--- config.mk ---
export PLATFORM = sky130hd
export DESIGN_NAME = cmp_pipe
export DESIGN_NICKNAME = d
export VERILOG_FILES = /design/src/rtl/cmp_pipe.sv
export SDC_FILE = /design/constraint.sdc
export NUM_CORES = 1
export LEC_CHECK = 0
export ABC_AREA = 1
export BUFFER_PORTS_ARGS = -buffer_cell sky130_fd_sc_hd__buf_4
export CAP_MARGIN = 30
export CELL_PAD_IN_SITES_DETAIL_PLACEMENT = 0
export CELL_PAD_IN_SITES_GLOBAL_PLACEMENT = 2
export CORE_MARGIN = 2
export CORE_UTILIZATION = 31
export CTS_BUF_LIST = sky130_fd_sc_hd__clkbuf_4 sky130_fd_sc_hd__clkbuf_8
export DETAILED_ROUTE_END_ITERATION = 8
export PLACE_DENSITY = 0.84
export SLEW_MARGIN = 10
export SYNTH_ARGS = -nofsm -noshare
export SYNTH_HDL_FRONTEND = slang
export SYNTH_SLANG_ARGS = --single-unit
--- constraint.sdc ---
create_clock -name clk -period 3 [get_ports clk]
set_input_delay 0.15 -clock clk [delete_from_list [all_inputs] [get_ports clk]]
set_output_delay 0.15 -clock clk [all_outputs]
set_load 0.02 [all_outputs]
--- src/rtl/cmp_pipe.sv ---
// cmp_pipe: two-stage valid/ready signed/unsigned comparator with saturating masked hit counter
module cmp_pipe #(
  parameter int WIDTH = 8,
  parameter int CNT_W = 16
) (
  input  logic             clk,
  input  logic             rst,
  input  logic             in_valid,
  output logic             in_ready,
  input  logic [WIDTH-1:0] in_a,
  input  logic [WIDTH-1:0] in_b,
  input  logic             in_signed,
  output logic             out_valid,
  input  logic             out_ready,
  output logic [7:0]       out_flags,
  input  logic [7:0]       hit_mask,
  input  logic             clr_cnt,
  output logic [CNT_W-1:0] hit_cnt
);
  logic             s1_v_q, sg_q, out_valid_q, stall, hit, eq, lt;
  logic [WIDTH-1:0] a_q, b_q;
  logic [7:0]       flags_q, flags_d;
  logic [CNT_W-1:0] cnt_q, cnt_d;
  assign stall     = out_valid_q & ~out_ready;
  assign in_ready  = ~stall;
  assign out_valid = out_valid_q;
  assign out_flags = flags_q;
  assign hit_cnt   = cnt_q;
  always_comb begin
    eq      = a_q == b_q;
    lt      = sg_q ? ($signed(a_q) < $signed(b_q)) : (a_q < b_q);
    flags_d = {eq, ~eq, lt, lt | eq, ~(lt | eq), ~lt, a_q === b_q, a_q !== b_q};
    hit     = out_valid_q & out_ready & (|(flags_q & hit_mask));
    cnt_d   = clr_cnt ? '0 : (hit && !(&cnt_q)) ? cnt_q + CNT_W'(1) : cnt_q;
  end
  always_ff @(posedge clk) begin
    if (rst) begin
      s1_v_q      <= 1'b0;
      out_valid_q <= 1'b0;
      a_q         <= '0;
      b_q         <= '0;
      sg_q        <= 1'b0;
      flags_q     <= '0;
      cnt_q       <= '0;
    end else begin
      if (!stall) begin
        s1_v_q      <= in_valid;
        a_q         <= in_a;
        b_q         <= in_b;
        sg_q        <= in_signed;
        out_valid_q <= s1_v_q;
        flags_q     <= flags_d;
      end
      cnt_q <= cnt_d;
    end
  end
endmodule

Word level (Yosys, flattened, before mapping)
Index checks and enable logic that the tools add are counted.
{"block": "classes", "addsub": 1, "magnitude_cmp": 2, "eq_ne": 3, "n_mux": 1, "bitwise_logic": 10, "n_reduce_logical": 5}
{"operator": "adder 16 x 1 -> 16 bit (second input constant)", "n": 1}
{"operator": "less-than comparator 8 bit", "n": 2}
{"operator": "AND reduction 16 bit", "n": 1}
{"operator": "AND 8 bit", "n": 1}
{"operator": "equality test 8 bit", "n": 1}
{"operator": "=== test 8 bit", "n": 1}
{"operator": "case inequality test 8 bit", "n": 1}
{"operator": "OR reduction 8 bit", "n": 1}
{"operator": "inverter 1 bit", "n": 5}
{"operator": "AND 1 bit", "n": 3}
{"operator": "OR reduction 2 bit", "n": 1}
{"operator": "logical AND 1 bit", "n": 1}
{"operator": "zero test 1 bit", "n": 1}
{"operator": "two-way mux 1 bit", "n": 1}
{"operator": "OR 1 bit", "n": 1}
{"block": "totals", "ff_bits": 43, "inputBits": 30}

Logic depth before layout (Yosys ltp)
{"block": "logic_depth", "ltp_word": 4, "mapped_depth": 13, "depth_no_buf": 13}

Worst setup path before layout
OpenSTA, ideal clock, no wires.
{"block": "synth_path", "path_type": "register to register", "startpoint": "register cnt_q[0] (netlist: hit_cnt[0])", "endpoint": "register cnt_q[0] (netlist: hit_cnt[0])", "setup_time_ps": 113, "t_arrival_ps": 1551, "required_ps": 2887, "path_slack_ps": 1336, "stages_incl_launch_ff": 10, "period_less_slack_ps": 1664, "path_cell_list": "dfxtp_1 -> ha_1 -> nand3_2 -> nor3_2 -> nand2_2 -> nand3_4 -> inv_4 -> buf_6 -> nor2_1 -> nor2_1"}
{"block": "synth_between", "elab_chain_cells": 3}
{"element": "start, declared", "line": "23", "source": "logic [CNT_W-1:0] cnt_q, cnt_d;"}
{"element": "start signal, assigned", "line": "54", "source": "cnt_q <= cnt_d;"}
{"element": "parallel branches: the longest is 3 deep, another holds adder 16 x 1 -> 16 bit"}
Parallel ways; which one is timed is not known.
A chain may end at the register's enable or synchronous reset.

Worst setup path after layout
{"block": "layout_path", "startpoint": "register cnt_q[0] (netlist: hit_cnt[0])", "endpoint": "register cnt_q[10] (netlist: hit_cnt[10])"}
The elaborated chain is that of the path after synthesis.

==> metrics.md <==
| Metric | Value |
|---|---|
| Max Freq | just under 0.6 GHz |
| Post-CTS setup buffers | 0 |
| CTS H-Tree Depth | 2 |
| Largest net degree at the start of global routing | 32 |
| Syn_area_per_cell | approximately 7 um^2 |
| Crit path largest cell delay | approximately 0.43 ns |
| Syn Inst Count | 290 |
| Top_reg_cell synth | dfxtp_1 |
| Most frequent cell after synthesis | nand2_1 |
| Setup TNS | 0 ns |
| First-pass GRT wire length | roughly 8.6 mm |
| RSZ-0062 raised after global routing | false |
| Leak pwr | ~0.0012 uW |
| Initial antenna violation count | 0 |
| PwrDens | approximately 470 nW/um^2 |
| Mapped Area | between 2000 and 2500 um^2 |
| CTS sink cnt | ~40 |
| Die H | 85.3 um |
| Peak supply drop | between 0.0002 and 0.00025 V |
| Reg2reg start | hit_cnt[0]$_SDFFE_PP0P_ |
| Vias | about 1,900 |
| GRT overflow | 0 |
| Antenna-violating nets left | 0 |
| Library cells used by synthesis | 29 |
| Worst path cell trace | ha_1 -> nand3_2 -> nor3_2 -> nand2_2 -> nand3_4 -> inv_4 -> nand2_1 -> nand2_1 -> inv_1 -> nor2_1 |
| Final worst-path cycle share | between 50% and 60% |
| Clock tree buffer depth | 2 |
| Area contributors post-synth | dfxtp_1, nand2_1, nor2_1, a21oi_1, o21ai_0 |
| Starting Density | about a third |
| Full die area | 7270 um^2 |
| Status | complete, no violations |
| Final Hold Fails | 0 |
| Clock Latency Late Sink | roughly 0.3 ns |
| Clock root cell | clkbuf_8 |
| CP Class | reg2reg |
| Synthesis-to-layout area growth | 28.0% |
| DRT Pass-1 Iters | 4 |
| Syn Nets | ~330 |
| CTS tree | done |
| Placed instance count | just over 400 |
| NumNets Final | 381 |
| Drt via density | between 4 and 5 |
| Cell family with most CP delay | simple AND/OR/NAND/NOR gates |
| Vias in the first global route | roughly 1,900 |
| Layout cells sized above 1 | a little over a fifth |
| Crit path buf inv count | 2 |
| Global Route Usage Sum | between 10% and 20% |
| CTS Hold Bufs | 0 |
| Post-synth EDFFs | 0 |
| Reg clk slew, reported paths | around 0.09 ns |
| Placer congestion estimate | 0.764 |
| Worst slew pin tran | roughly 0.56 ns |
| 1st-iter DRT viols | 42 |
| Beginning of the worst hold path | rst |
| DRT Wirelength | between 4 and 5 mm |
| Post_cts resized | 0 |
| Yosys top cell by area | dfxtp_1 |
| Final Critical Period | 1.72 ns |
| Startpoint types | register |
| Fillers | 700 |
| Clock Skews | roughly 0.013 ns |
| Antenna Cells | 0 |
| CP dominant cell by count | nand2_1 |
| Critical Path Fanout Max | 19 |
| Worst setup EP type | register |
| DR DRC count | 0 |
| Asr flop ratio synth | 0% |
| Final Non-Filler Cells | between 400 and 500 |
| Num rows | 29 |
| Worst min-delay path category | in2reg |
| Placed instance area | 2500 um^2 |
| WHS | 0.0568 ns |
| Part of the Yosys area used for sequential elements | about two fifths |
| Port bufs | 55 |
| Design area | around 2600 um^2 |
| Multi-input logic area | 1030 um^2 |
| Warnings from Yosys | 0 |
| Max_cap viols | 0 |
| Post-synth top area share | 40.1% |
| Die Wd | ~85 um |
| Core Region | approximately 6400 um^2 |
| I/O pin count | 56 |
| CP max-delay cell | dfxtp_1 |
| CP Data Arrival Time | ~1.9 ns |
| Commonest cells in the synthesized netlist | nand2_1, nor2_1, dfxtp_1 |
| Slew margin rel. | 62.7% |
| Post-DP HPWL | roughly 3.7 mm |
| Worst setup startpoint | hit_cnt[0]$_SDFFE_PP0P_ |
| Number of synthesized register bits | 41 |
| Storage cell area | around 800 um^2 |
| Cts bufs inserted | 5 |
| CP required | about 3.2 ns |
| Setup Viol. Count Final | 0 |
| Final Max Slew Viols | 0 |
| WL/cell | about 12 um |
## sequential cells by signal (all words and copies together) (netlist names)
register and flops:
s1_v_q 1, out_valid 1, hit_cnt 16, b_q 8, sg_q 1, out_flags 6, a_q 8
## routing by layer
metal	global-route usage (%)	wire length, um	share of wire, %
met3	3.70	222	4.5
met1	16.6	2190	44
met5	0	0	0
met4	4.76	72	1.4
met2	27.1	2490	50
## layout by cell type (no fill, tap or decap), types with 6 or more instances in the layout
cell type,netlist,routed
a21oi_1,25,25
clkbuf_8,0,6
o21ai_0,25,25
xor2_1,6,6
nor2_1,44,43
nor3_1,7,7
ha_1,9,9
buf_4,2,56
inv_1,33,33
nand2_1,57,57
nand3_1,13,13
dfxtp_1,41,41
## stage by stage
step           setup WS (ns)  total power [uW]  util [%]
2_1_floorplan           1.34               707         -
3_3_place_gp            1.30               780      39.2
3_5_place_dp            1.26               780      39.2
4_1_cts                 1.26              1260      41.1
5_1_grt                 1.06              1310      41.1
6_report                1.28              1240      41.1
## where the power goes
| group | switching, uW | internal, uW |
|---|---|---|
| combinational | 97.2 | 78.1 |
| clock | 199 | 281 |
| sequential | 16.0 | 572 |
| total | 312 | 931 |
## path summary, 6_finish.rpt
kind | to | slack [ns] | cells past startpoint
min reg2reg | s1_v_q$_SDFFE_PP0N_ | 0.45 | 2
min | out_flags[1]$_SDFFE_PP0N_ | 0.06 | 2
max reg2reg | hit_cnt[10]$_SDFFE_PP0P_ | 1.28 | 10
max | hit_cnt[10]$_SDFFE_PP0P_ | 1.28 | 10
## kinds of logic (layout without fill, tap and decap cells)
group / count (synthesis) / count (layout) / synth area share (%)
AND/OR/NAND/NOR: 133 / 133 / 28.0
buffers and inverters: 46 / 99 / 9.71
AO/OA/AOI/OAI: 53 / 53 / 13.3
XOR/XNOR: 8 / 8 / 3.42
flip-flops: 41 / 41 / 40.1
adder cells (fa/ha/maj): 9 / 9 / 5.50
## final cells by class
type                    count  area share [%]
repair buffers             56            16.0
flip-flops and latches     41            31.3
clock buffers               7            3.44
inverters                  35            5.10
multi-input cells         203            39.3
well taps                  77            3.67
clock inverters             1            1.15
No activity file was read; power rests on OpenSTA's default activity.
